`src/rtl/alu_pkg.sv`:
```
// Shared types and constants for the tiny_alu slice: opcode enum, operand
// and result widths, and the default multiplier latency.
package alu_pkg;

    typedef enum logic [2:0] {
        OP_NOP = 3'd0,
        OP_ADD = 3'd1,
        OP_SUB = 3'd2,
        OP_NOT = 3'd3,
        OP_XOR = 3'd4,
        OP_AND = 3'd5,
        OP_MUL = 3'd6,
        OP_INC = 3'd7
    } op_t;

    typedef logic [7:0]  operand_t;
    typedef logic [15:0] result_t;

    localparam int MUL_LATENCY_DEF = 3;

endpackage

```
`src/rtl/tiny_alu_mul.sv`:
```
// tiny_alu_mul: MUL_LATENCY-stage pipelined 8x8->16 unsigned multiplier with
// valid-in/valid-out. Only built when TINY_ALU_MUL_EN is defined.
// Stage p0 forms two 4-bit partial products, stage p1 sums them, and any
// remaining stages are a plain delay line so the total latency matches.
`ifdef TINY_ALU_MUL_EN
module tiny_alu_mul
    import alu_pkg::*;
#(
    parameter int MUL_LATENCY = MUL_LATENCY_DEF
) (
    input  logic     clk,
    input  logic     reset_n,
    input  logic     vld_in,
    input  operand_t a,
    input  operand_t b,
    output logic     vld_out,
    output result_t  prod
);

    localparam int DLY = MUL_LATENCY - 2;

    logic [11:0] pp_lo_p0;
    logic [11:0] pp_hi_p0;
    logic        vld_p0;
    result_t     prod_p1;
    logic        vld_p1;

    // Stage p0: low and high nibble partial products of B
    always_ff @(posedge clk or negedge reset_n) begin
        if (!reset_n) begin
            pp_lo_p0 <= '0;
            pp_hi_p0 <= '0;
            vld_p0   <= 1'b0;
        end else begin
            pp_lo_p0 <= {4'h0, a} * {8'h00, b[3:0]};
            pp_hi_p0 <= {4'h0, a} * {8'h00, b[7:4]};
            vld_p0   <= vld_in;
        end
    end

    // Stage p1: combine partial products into the full 16-bit product
    always_ff @(posedge clk or negedge reset_n) begin
        if (!reset_n) begin
            prod_p1 <= '0;
            vld_p1  <= 1'b0;
        end else begin
            prod_p1 <= {4'h0, pp_lo_p0} + {pp_hi_p0, 4'h0};
            vld_p1  <= vld_p0;
        end
    end

    if (DLY == 0) begin : g_no_dly
        assign prod    = prod_p1;
        assign vld_out = vld_p1;
    end else begin : g_dly
        result_t        prod_dly [DLY];
        logic [DLY-1:0] vld_dly;

        // Stages p2..: delay line padding the product out to MUL_LATENCY
        always_ff @(posedge clk or negedge reset_n) begin
            if (!reset_n) begin
                for (int i = 0; i < DLY; i++) begin
                    prod_dly[i] <= '0;
                    vld_dly[i]  <= 1'b0;
                end
            end else begin
                prod_dly[0] <= prod_p1;
                vld_dly[0]  <= vld_p1;
                for (int i = 1; i < DLY; i++) begin
                    prod_dly[i] <= prod_dly[i-1];
                    vld_dly[i]  <= vld_dly[i-1];
                end
            end
        end

        assign prod    = prod_dly[DLY-1];
        assign vld_out = vld_dly[DLY-1];
    end

endmodule
`endif

```
`src/rtl/tiny_alu.sv`:
```
// tiny_alu: start/done handshake ALU with 8-bit operands and a registered
// 16-bit result. Non-MUL ops finish one edge after acceptance.
// Optional feature macro TINY_ALU_MUL_EN: when defined, MUL runs through the
// pipelined tiny_alu_mul and finishes MUL_LATENCY edges after acceptance;
// when undefined, MUL behaves like a one-cycle op returning zero.
module tiny_alu
    import alu_pkg::*;
#(
    parameter int MUL_LATENCY = MUL_LATENCY_DEF
) (
    input  logic       clk,
    input  logic       reset_n,
    input  logic       start,
    input  operand_t   A,
    input  operand_t   B,
    input  logic [2:0] opcode,
    output logic       done,
    output result_t    result
);

    typedef enum logic [1:0] {
        IDLE = 2'd0,
        EXEC = 2'd1,
        MULW = 2'd2
    } state_t;

    if (MUL_LATENCY < 2 || MUL_LATENCY > 4) begin : g_bad_latency
        $error("tiny_alu: MUL_LATENCY must be in 2..4");
    end

    state_t   state;
    operand_t a_q;
    operand_t b_q;
    op_t      op_q;
    logic     accept;

    // A request is taken only from IDLE and never in the cycle done is high,
    // so a start held across done waits one extra edge before re-acceptance.
    assign accept = (state == IDLE) && start && !done;

    function automatic result_t alu_calc(op_t op, operand_t a, operand_t b);
        result_t ax;
        result_t bx;
        ax = {8'h00, a};
        bx = {8'h00, b};
        case (op)
            OP_ADD:  return ax + bx;
            OP_SUB:  return ax - bx;
            OP_NOT:  return ~ax;
            OP_XOR:  return ax ^ bx;
            OP_AND:  return ax & bx;
            OP_INC:  return ax + bx + 16'd1;
            default: return '0;
        endcase
    endfunction

`ifdef TINY_ALU_MUL_EN
    logic    mul_vld;
    result_t mul_prod;
    logic    mul_start;

    // The multiplier samples the live operands on the acceptance edge itself.
    assign mul_start = accept && (op_t'(opcode) == OP_MUL);

    tiny_alu_mul #(
        .MUL_LATENCY(MUL_LATENCY)
    ) u_mul (
        .clk     (clk),
        .reset_n (reset_n),
        .vld_in  (mul_start),
        .a       (A),
        .b       (B),
        .vld_out (mul_vld),
        .prod    (mul_prod)
    );
`endif

    // Control FSM: capture on accept, complete with a one-cycle done pulse
    always_ff @(posedge clk or negedge reset_n) begin
        if (!reset_n) begin
            state  <= IDLE;
            done   <= 1'b0;
            result <= '0;
            a_q    <= '0;
            b_q    <= '0;
            op_q   <= OP_NOP;
        end else begin
            done <= 1'b0;
            case (state)
                IDLE: begin
                    if (accept) begin
                        a_q  <= A;
                        b_q  <= B;
                        op_q <= op_t'(opcode);
`ifdef TINY_ALU_MUL_EN
                        state <= (op_t'(opcode) == OP_MUL) ? MULW : EXEC;
`else
                        state <= EXEC;
`endif
                    end
                end
                EXEC: begin
                    done   <= 1'b1;
                    result <= alu_calc(op_q, a_q, b_q);
                    state  <= IDLE;
                end
                MULW: begin
`ifdef TINY_ALU_MUL_EN
                    if (mul_vld) begin
                        done   <= 1'b1;
                        result <= mul_prod;
                        state  <= IDLE;
                    end
`else
                    state <= IDLE;
`endif
                end
                default: state <= IDLE;
            endcase
        end
    end

endmodule

```
`config.mk`:
```
export PLATFORM = sky130hd
export DESIGN_NAME = tiny_alu
export DESIGN_NICKNAME = d
export VERILOG_FILES = /design/src/rtl/alu_pkg.sv /design/src/rtl/tiny_alu_mul.sv /design/src/rtl/tiny_alu.sv
export SDC_FILE = /design/constraint.sdc
export NUM_CORES = 1
export LEC_CHECK = 0
export ABC_AREA = 1
export BUFFER_PORTS_ARGS = -buffer_cell sky130_fd_sc_hd__buf_2
export CAP_MARGIN = 0
export CORE_MARGIN = 3
export CORE_UTILIZATION = 40
export DETAILED_ROUTE_END_ITERATION = 16
export GPL_ROUTABILITY_DRIVEN = 0
export SYNTH_ARGS = -nofsm -noshare
export SYNTH_HDL_FRONTEND = slang
export SYNTH_SLANG_ARGS = --single-unit
```
`constraint.sdc`:
```
create_clock -name clk -period 2.79 [get_ports clk]
set_input_delay 0.4185 -clock clk [delete_from_list [all_inputs] [get_ports clk]]
set_output_delay 0.4185 -clock clk [all_outputs]
set_load 0.05 [all_outputs]
```
==> metrics.md <==
| Metric | Value |
|---|---|
| Status | finished clean |
| Critical path class | reg -> reg |
| Nets | 440 |
| Die Y-Extent | 86.4 um |
| Fillers | 668 |
| Avg Cell Area, Syn | 7.02 um^2 |
| Latest clock arrival within the worst-skew pair | 300 ps |
| CP Data Required Time | 2970 ps |
| Clk sinks | 32 |
| Root Buffer | clkbuf_8 |
| Final worst-path cycle share | 0.803 |
| I/O pin cnt | 39 |
| Critical Path AT | 2420 ps |
| Proportion of layout cells with a drive suffix above 1 | 0.215 |
| First-pass DRT Iterations | 5 |
| Tmin final | 2240 ps |
| Largest net degree at the start of global routing | 33 |
| # setup viols final | 0 |
| Slew @ Worst Pin | 716 ps |
| Core area | 6100 um^2 |
| Vias in the first global route | 2287 |
| Placed Instance Area | 2780 um^2 |
| Post-CTS Resized | 0 |
| Starting Density | 0.424 |
| Antenna Nets Post-Route | 0 |
| WL/cell | 13.0 um |
| Vias per cell | 5.09 |
| Layout area overhead | 11.0% |
| VDD IR max | 525 uV |
| PD cells | 939 nW/um^2 |
| RSZ-0062 raised after global routing | no |
| All-Layer GR Usage | 0.178 |
| Final Skew | 7.08 ps |
| Mapped Area | 2580 um^2 |
| Max Cap Viol | 0 |
| Longest Clk Path Bufs | 2 |
| Fmax | 446 MHz |
| Type of origin of the critical path | flop |
| Mapped Nets | 409 |
| Postcts setup bufs | 0 |
| Cells after Synth | 368 |
| Fin. Hold Viols | 0 |
| DRT iter0 DRCs | 160 |
| Port Buffers | 38 |
| Min-Delay Path Class | in -> async |
| Seq/Total Area, Yosys | 0.310 |
| Max Slew Vio Count | 0 |
| Via Count | 2417 |
| Die ar. | 7460 um^2 |
| Grt total ovfl | 0 |
| Worst-path clk slew | 80 ps |
| TritonCTS clock tree | done |
| CTS hold repair buffers | 0 |
| Yosys cell types | 39 |
| Antenna cells | 0 |
| Cts bufs inserted | 5 |
| Worst relative slew slack | 0.523 |
| Final wirelength | 6180 um |
| # DRC | 0 |
| First-pass GRT wire length | 10600 um |
| DP Wirelength | 4880 um |
| CTS H-tree lvls | 2 |
| Crit end category | flop |
| Initial antenna violation count | 0 |
| Fin Setup TNS | 0 ps |
| YS warnings | 0 |
| Static Leak | 1.52 nW |
| Final non-filler cell area | 2870 um^2 |
| Crit-path max FO | 4 |
| Rows | 28 |
| Die width | 86.4 um |
| Yosys reg bits | 32 |
[worst max-delay path, cell delays in order (launching register included)]
cell and delay (ps):
dfrtp_1 410, ha_1 240, fa_1 540, ha_1 150, inv_1 40, nor2_1 200, nand3_2 140, nor2_4 120
nand3_1 70, nand2_1 60, nand2_1 50, nand2_1 60, nand3_2 50
[sequential cells by signal, indices dropped and copies added, names as in the netlist]
register and count:
a_q 8, b_q 8, done 1, op_q 3, result 11, state 1
[per-stage QoR]
step / worst slack, ps / util / hold WS [ps] / power [W] / std cells
after floorplan: 691 / - / 123 / 0.00201 / 368
after global placement: 607 / 0.455 / 462 / 0.00229 / 467
after detailed placement: 579 / 0.455 / 464 / 0.00231 / 467
after CTS: 549 / 0.471 / 220 / 0.00271 / 475
after global routing: 383 / 0.471 / 244 / 0.00294 / 475
final: 550 / 0.471 / 159 / 0.00269 / 475
[area by class of cell]
class	instances	area, um^2	share of cell area
multi-input cells	276	1510	0.525
flip-flops and latches	32	801	0.279
repair buffers	40	205	0.0715
inverters	44	170	0.0593
well taps	75	93.8	0.0327
clock buffers	7	86.3	0.0301
clock inverters	1	7.51	0.00262
[synthesized netlist by cell type (all sizes together)]
master         n  area (um^2)
a221oi         2         17.5
dlygate4sd1    1         8.76
a21oi         12         71.3
o22ai          5         31.3
o21bai         2         15.0
a22oi          2         15.0
ha            17          213
nand2        132          538
fa             2         40.0
clkinv         2         10.0
clkbuf         2         8.75
a21o           1         7.51
inv           42          160
nor3           9         66.3
nand4          8         50.1
or2            2         12.5
a211oi         1         7.51
a31oi          1         6.26
nor2          25          109
and2           1         6.26
buf           13         95.1
nand3         35          195
dfrtp         32          801
o221ai         1         8.76
o21ai         18         90.1
[worst paths after layout]
| path | startpoint | endpoint | slack (ps) | depth (start not counted) |
|---|---|---|---|---|
| min in group clk | A[4] | a_q[4] | 310 | 3 |
| max in group asynchronous | reset_n | a_q[1] | 2160 | 1 |
| hold reg to reg | result[4] | result[4] | 480 | 2 |
| setup reg to reg | b_q[0] | result[8] | 550 | 12 |
| hold / removal | reset_n | result[7] | 160 | 1 |
| setup / recovery | b_q[0] | result[8] | 550 | 12 |
[kinds of logic (layout without fill, tap and decap cells)]
| kind of cell | Yosys count | count (layout) | synth area share |
|---|---|---|---|
| AO/OA/AOI/OAI | 45 | 45 | 0.105 |
| AND/OR/NAND/NOR | 212 | 212 | 0.378 |
| adder cells (fa/ha/maj) | 19 | 19 | 0.0978 |
| buffers and inverters | 60 | 92 | 0.109 |
| flip-flops | 32 | 32 | 0.310 |
[power by group]
part,switching [W],internal (W)
logic,0.00114,0.000461
clock network,0.000191,0.000201
registers,0.000106,0.000592
total,0.00144,0.00125
[layer usage]
layer / part of all wire / up-vias / track usage
li1: - / 1247 / -
met1: 0.47 / 1082 / 0.242
met2: 0.45 / 78 / 0.287
met3: 0.067 / 10 / 0.0323
met4: 0.020 / 0 / 0.0581
met5: 0 / - / 0
[layout by cell type, fill, tap and decap left out, drive strengths merged]
cell	count
a211oi	1
a21o	1
a21oi	12
a221oi	2
a22oi	2
a31oi	1
and2	1
buf	40
clkbuf	7
clkinv	2
clkinvlp	1
dfrtp	32
fa	2
ha	17
inv	42
nand2	132
nand3	35
nand4	8
nor2	25
nor3	9
o21ai	18
o21bai	2
o221ai	1
o22ai	5
or2	2
Note: power is estimated with default switching activity, not from simulation.
